==> src/rtl/common_pkg.sv <==
// Shared core types: address and instruction widths, reset PC, instruction-bus structs.
package common;

  typedef logic [63:0] addr_t;
  typedef logic [31:0] u32;

  localparam addr_t PCINIT = 64'h8000_0000;

  typedef struct packed {
    logic  valid;
    addr_t addr;
  } ibus_req_t;

  typedef struct packed {
    logic data_ok;
    u32   data;
  } ibus_resp_t;

endpackage

==> src/rtl/pipes_pkg.sv <==
// Inter-stage pipeline register payloads.
package pipes;

  import common::*;

  typedef struct packed {
    logic  valid;
    addr_t pc;
    u32    raw_instr;
  } fetch_data_t;

endpackage

==> src/rtl/fetch_pcreg.sv <==
// Fetch PC register; a redirect always wins over sequential advance.
module pcreg
  import common::*;
(
  input  logic  clk,
  input  logic  reset,
  input  logic  i_redirect,
  input  addr_t i_redirect_pc,
  input  logic  i_advance,
  output addr_t o_pc
);

  addr_t r_pc;
  addr_t w_pc_next;

  always_comb begin
    w_pc_next = r_pc;
    if (i_redirect) begin
      w_pc_next = i_redirect_pc;
    end else if (i_advance) begin
      w_pc_next = r_pc + 64'd4;
    end
  end

  always_ff @(posedge clk) begin
    if (reset) begin
      r_pc <= PCINIT;
    end else begin
      r_pc <= w_pc_next;
    end
  end

  assign o_pc = r_pc;

endmodule

==> src/rtl/fetch.sv <==
// Instruction fetch: one outstanding bus request, registered output to decode,
// and a discard flag that drops the single in-flight response after a redirect.
module fetch
  import common::*;
  import pipes::*;
(
  input  logic        clk,
  input  logic        reset,
  output ibus_req_t   ireq,
  input  ibus_resp_t  iresp,
  input  logic        redirect_valid,
  input  addr_t       redirect_pc,
  input  logic        stall,
  output fetch_data_t dataF
);

  typedef enum logic {IDLE, REQ} state_t;

  state_t      r_state, w_state_next;
  fetch_data_t r_outf, w_outf_next;
  logic        r_discard, w_discard_next;
  addr_t       r_req_addr, w_req_addr_next;
  addr_t       w_pc;
  logic        w_space;
  logic        w_issue;
  logic        w_advance;

  pcreg u_pcreg (
    .clk           (clk),
    .reset         (reset),
    .i_redirect    (redirect_valid),
    .i_redirect_pc (redirect_pc),
    .i_advance     (w_advance),
    .o_pc          (w_pc)
  );

  assign w_space = !r_outf.valid || !stall;

  always_comb begin
    w_state_next    = r_state;
    w_outf_next     = r_outf;
    w_discard_next  = r_discard;
    w_req_addr_next = r_req_addr;
    w_advance       = 1'b0;
    w_issue         = 1'b0;
    ireq            = '0;
    if (r_outf.valid && !stall) begin
      w_outf_next.valid = 1'b0;
    end
    case (r_state)
      IDLE: begin
        w_issue   = w_space && !redirect_valid && !reset;
        ireq.addr = w_pc;
        if (w_issue) begin
          w_req_addr_next = w_pc;
          if (iresp.data_ok) begin
            w_outf_next.valid     = 1'b1;
            w_outf_next.pc        = w_pc;
            w_outf_next.raw_instr = iresp.data;
            w_advance             = 1'b1;
          end else begin
            w_state_next = REQ;
          end
        end
      end
      REQ: begin
        // Bus address is latched: pc may already point at a redirect target.
        w_issue   = !reset;
        ireq.addr = r_req_addr;
        if (iresp.data_ok) begin
          w_state_next   = IDLE;
          w_discard_next = 1'b0;
          if (!r_discard && !redirect_valid) begin
            w_outf_next.valid     = 1'b1;
            w_outf_next.pc        = r_req_addr;
            w_outf_next.raw_instr = iresp.data;
            w_advance             = 1'b1;
          end
        end else if (redirect_valid) begin
          w_discard_next = 1'b1;
        end
      end
      default: w_state_next = IDLE;
    endcase
    if (redirect_valid) begin
      w_outf_next.valid = 1'b0;
    end
    ireq.valid = w_issue;
  end

  always_ff @(posedge clk) begin
    if (reset) begin
      r_state    <= IDLE;
      r_outf     <= '0;
      r_discard  <= 1'b0;
      r_req_addr <= PCINIT;
    end else begin
      r_state    <= w_state_next;
      r_outf     <= w_outf_next;
      r_discard  <= w_discard_next;
      r_req_addr <= w_req_addr_next;
    end
  end

  assign dataF = r_outf;

endmodule

==> config.mk <==
export PLATFORM = sky130hd
export DESIGN_NAME = fetch
export DESIGN_NICKNAME = d
export VERILOG_FILES = /design/src/rtl/common_pkg.sv /design/src/rtl/pipes_pkg.sv /design/src/rtl/fetch_pcreg.sv /design/src/rtl/fetch.sv
export SDC_FILE = /design/constraint.sdc
export NUM_CORES = 1
export LEC_CHECK = 0
export CORE_ASPECT_RATIO = 1.25
export CORE_MARGIN = 10
export CORE_UTILIZATION = 50
export CTS_BUF_LIST = sky130_fd_sc_hd__clkbuf_4 sky130_fd_sc_hd__clkbuf_8
export DETAILED_ROUTE_END_ITERATION = 8
export GPL_ROUTABILITY_DRIVEN = 1
export PLACE_DENSITY = 0.79
export RECOVER_POWER = 25
export SLEW_MARGIN = 15
export SYNTH_ARGS = -nofsm -noshare
export SYNTH_HDL_FRONTEND = slang
export SYNTH_HIERARCHICAL = 1
export SYNTH_SLANG_ARGS = --single-unit
export TNS_END_PERCENT = 1
==> constraint.sdc <==
create_clock -name clk -period 11.25 [get_ports clk]
set_input_delay 3.375 -clock clk [delete_from_list [all_inputs] [get_ports clk]]
set_output_delay 3.375 -clock clk [all_outputs]
set_load 0.005 [all_outputs]
==> results summary <==
The required time of the worst setup path came out at around 7.9 ns. The final number of hold-violating endpoints is 0. The summed area of non-filler cells in the final layout came out at between 0.015 and 0.02 sq mm.

The area used by multi-input combinational logic came out at between 0.006 and 0.007 sq mm. At the pin with the least slew margin, the transition time is ~3.3 ns. The net count reported at finish is about 1600. The path class of the tightest hold or removal check is flip-flop to flip-flop. The power per unit of standard cell area came out at roughly 130 mW/mm^2. approximately 260 I/O pins were placed. The final clock skew is around 0.019 ns.

The number of max-cap violations came out at 2. The aggregate negative setup slack is 0 ns. In the routed design, unresolved DRC markers number 0. The highest-delay cell along the critical path is clkbuf_1. The critical path goes through buf_2, clkbuf_1, a21oi_1, nor2_1, nor2_1, clkdlybuf4s50_1. Registers take about 0.0045 sq mm. The full die area is 0.0311 sq mm. The analysis attributes to cell leakage a power of 5.32 nW. The y dimension of the die came out at roughly 190 um. The area growth from synthesis to layout is 27.0%. For this run, the register share of the synthesized area comes to approximately 37%.

The buffer depth of the longest clock path is 3. After floorplanning, the core was divided into between 60 and 70 placement rows. After synthesis, the share of flip-flops with an asynchronous set or reset is 0%. The type of the worst setup path is primary input to output port. Setup violations remaining at the end of the flow were counted as 0. The parity-gate share of the synthesized area counting xor and xnor cells came out at under 10%.

The final HPWL from detailed placement came out at 24.1 mm. Multiplexer cells account for under 10% of the synthesized area. The synthesized design contains 0 enable-type register cells.

After detailed routing, the number of vias per cell comes to about 5.8. The count of input and output buffers came out at 262. The total detailed-routing wirelength came out at about 37 mm. The post-synthesis average cell area came out at between 9 and 10 sq um. The final reports fail on max-capacitance violations, max-slew violations. Counting every sink on the clock net gives around 230. STA classifies the critical path startpoint as a primary input. The number of gates resized after CTS came out at 0. The simple-gate portion of the synthesized area is between 20% and 30%. The synthesized-area fraction occupied by ao, oa, aoi and oai cells came out at roughly a fifth. The flip-flop and latch count after synthesis came out at 227. Cells with a size suffix above 1 make up between 10% and 20% of the layout. The distinct cell type count of the synthesized netlist came out at 60. The worst hold slack is ~0.46 ns. The clock insertion delay at the later pin of the skew report is around 0.54 ns. The total routing usage reported by global routing is around 22%.

The H-tree depth reported by CTS is 2. The detailed-router iteration count before antenna repair came out at 5. Of all nets on the critical path, the largest fanout is 53. Fill cells in the final layout number between 1500 and 2000. For this run, the number of Yosys warnings is 6.

CTS placed an instance of clkbuf_8 at the clock tree root. The delay of the slowest cell on the worst path is 1.72 ns. The net count of the mapped netlist is ~1500. The maximum number of pins on one net before global-route repair is 167. Across the VDD grid, the largest voltage drop is around 0.094 mV. The peak clock frequency supported by timing came out at roughly 110 MHz. Counting stages on the worst path, the most repeated cell is nor2_1. Before CTS, the worst setup slack after placement is approximately 3 ns. After Yosys synthesis, full adders, half adders and majority gates account for 0.102% of the synthesized area.

Data on the critical path arrives at its endpoint at ~6 ns. In this run the cell area measured after placement is about 0.015 sq mm. The routability-driven placement congestion ratio is approximately 0.84. Broken down by cell family, the worst path's largest delay share belongs to buffers and inverters. The number of antenna violations at the first check in global routing is 1. The global-route congestion overflow total came out at 0. After technology mapping, the gate count stands at between 1000 and 1500.

The clock buffer count from CTS is 39. In this run the post-CTS setup repair buffer count came out at 0. The vias after detailed routing is around 11000. By area, the combinational part of the netlist is dominated by simple AND/OR/NAND/NOR gates. The design draws 1.97 mW.

For this configuration, the core starts out at a cell density of between 50 and 60%. STA classifies the critical path endpoint as an output port. The violation count after the first detailed-routing iteration is approximately 790. In the layout the commonest cells are dfxtp_1, nand2_1, clkdlybuf4s50_1, a221oi_2, a21oi_1. The die outline width came out at between 150 and 200 um.

The antenna violation net count after detailed routing came out at 0. The dominant register cell in the synthesized netlist is dfxtp_1. The via count of the first global-routing pass came out at 10800.

The flow ran to the end, but the final reports show violations. The worst max-slew margin expressed relative to the limit came out at -117%. The buffers plus inverters on the worst setup path came out at 3. Setup repair after global routing left no endpoint under its margin. The CTS tree is built. After clock tree synthesis, the clock-pin slew on the worst setup and hold paths is ~0.060 ns.

The post-route fraction of the period consumed by the critical path came out at between 80 and 90%. The netlist area before placement came out at 0.0122 sq mm. The worst setup margin is roughly 1.9 ns.

The total area inside the core boundary comes to approximately 0.024 sq mm. The number of buffers inserted by hold repair at cts is 0. The number of max-slew violations in the final report is approximately 120. The wire length of the first global-routing pass is ~59 mm.

The average wire per cell in the routed design is 19.6 um. Leaving out fill and tap cells, the most frequent cell in the layout is dfxtp_1. The time the final worst path needs with I/O delays and setup is between 9 and 10 ns.
==> registers in the layout, summed over array words and instances (netlist names) <==
name          flops
r_req_addr       64
r_state           1
u_pcreg/o_pc     64
dataF            97
r_discard         1
==> final cells by class <==
type                       instances  area share [%]
inverter                          75            1.82
sequential                       227            29.3
clock buffer                      58            4.50
timing repair buffer             272            17.4
clock inverter                     7           0.588
tap                              325            2.62
multi-input combinational        925            43.8
antenna                            1          0.0161
==> power by group <==
part	leakage, nW	internal (mW)	switching [mW]
combinational	3.04	0.154	0.139
sequential	1.86	0.843	0.0519
clock	0.420	0.442	0.335
total	5.32	1.44	0.526
==> synth_stat cells, types with 3 or more instances <==
cell / instances / area share, %
xor2_1: 10 / 0.72
buf_6: 4 / 0.37
a211oi_1: 31 / 1.9
mux2i_1: 39 / 3.2
and4_1: 11 / 0.79
mux2_2: 64 / 5.9
nor4_2: 11 / 1.1
xnor2_1: 33 / 2.4
nand2_1: 225 / 6.9
and2_1: 4 / 0.20
nand3_1: 22 / 0.90
nor2_1: 57 / 1.8
or4_1: 4 / 0.25
nand2b_1: 66 / 3.4
nor3_2: 7 / 0.57
dfxtp_1: 227 / 37
buf_1: 4 / 0.12
nor4_4: 6 / 1.0
inv_1: 73 / 2.2
nor4_1: 8 / 0.41
clkbuf_1: 67 / 2.1
a311oi_1: 7 / 0.50
a221oi_2: 90 / 11
a221oi_1: 38 / 2.7
buf_2: 28 / 1.1
nor3_1: 26 / 1.1
nand4_1: 20 / 1.0
a21oi_1: 81 / 3.3
o21ai_0: 11 / 0.45
or3_1: 9 / 0.46
o211ai_1: 3 / 0.18
buf_4: 19 / 1.2
and3_1: 13 / 0.67
==> cells by family (layout without fill, tap and decap cells) <==
kind of cell    after synthesis  in the layout
simple gates                503            503
compound gates              275            275
flops                       227            227
buf+inv                     200            412
mux                         103            103
xor+xnor                     43             43
fa+ha+maj                     1              1
other cells                   0              1
==> through the flow <==
| step | utilization, % | cells |
|---|---|---|
| CTS | 65.0 | 1889 |
| global placement | 61.7 | 1824 |
| finish | 65.0 | 1890 |
| detailed placement | 61.7 | 1824 |
| global route | 65.0 | 1889 |
| floorplan | - | 1352 |
==> metal layers <==
metal	up-vias	GRT usage, %	part of all wire, %
met1	5233	25.6	39
li1	5235	-	-
met2	400	37.1	48
met5	-	0	0.046
met4	2	8.83	3.4
met3	80	8.52	9.4
==> tightest hold or removal path: stages (launching register included) <==
cell      delay, ns
dfxtp_1        0.30
inv_1          0.06
a221oi_2       0.05
==> final timing paths <==
check / start / slack [ns] / endpoint / cells past startpoint
max: redirect_valid / 1.87 / ireq[64] / 6
min: dataF[43]$_SDFFE_PP0P_ / 0.46 / dataF[43]$_SDFFE_PP0P_ / 2
max reg2reg: r_state$_SDFF_PP0_ / 6.13 / u_pcreg/o_pc[43]$_SDFFE_PP0N_ / 9
min reg2reg: dataF[43]$_SDFFE_PP0P_ / 0.46 / dataF[43]$_SDFFE_PP0P_ / 2
Note: power is estimated with default switching activity, not from simulation.
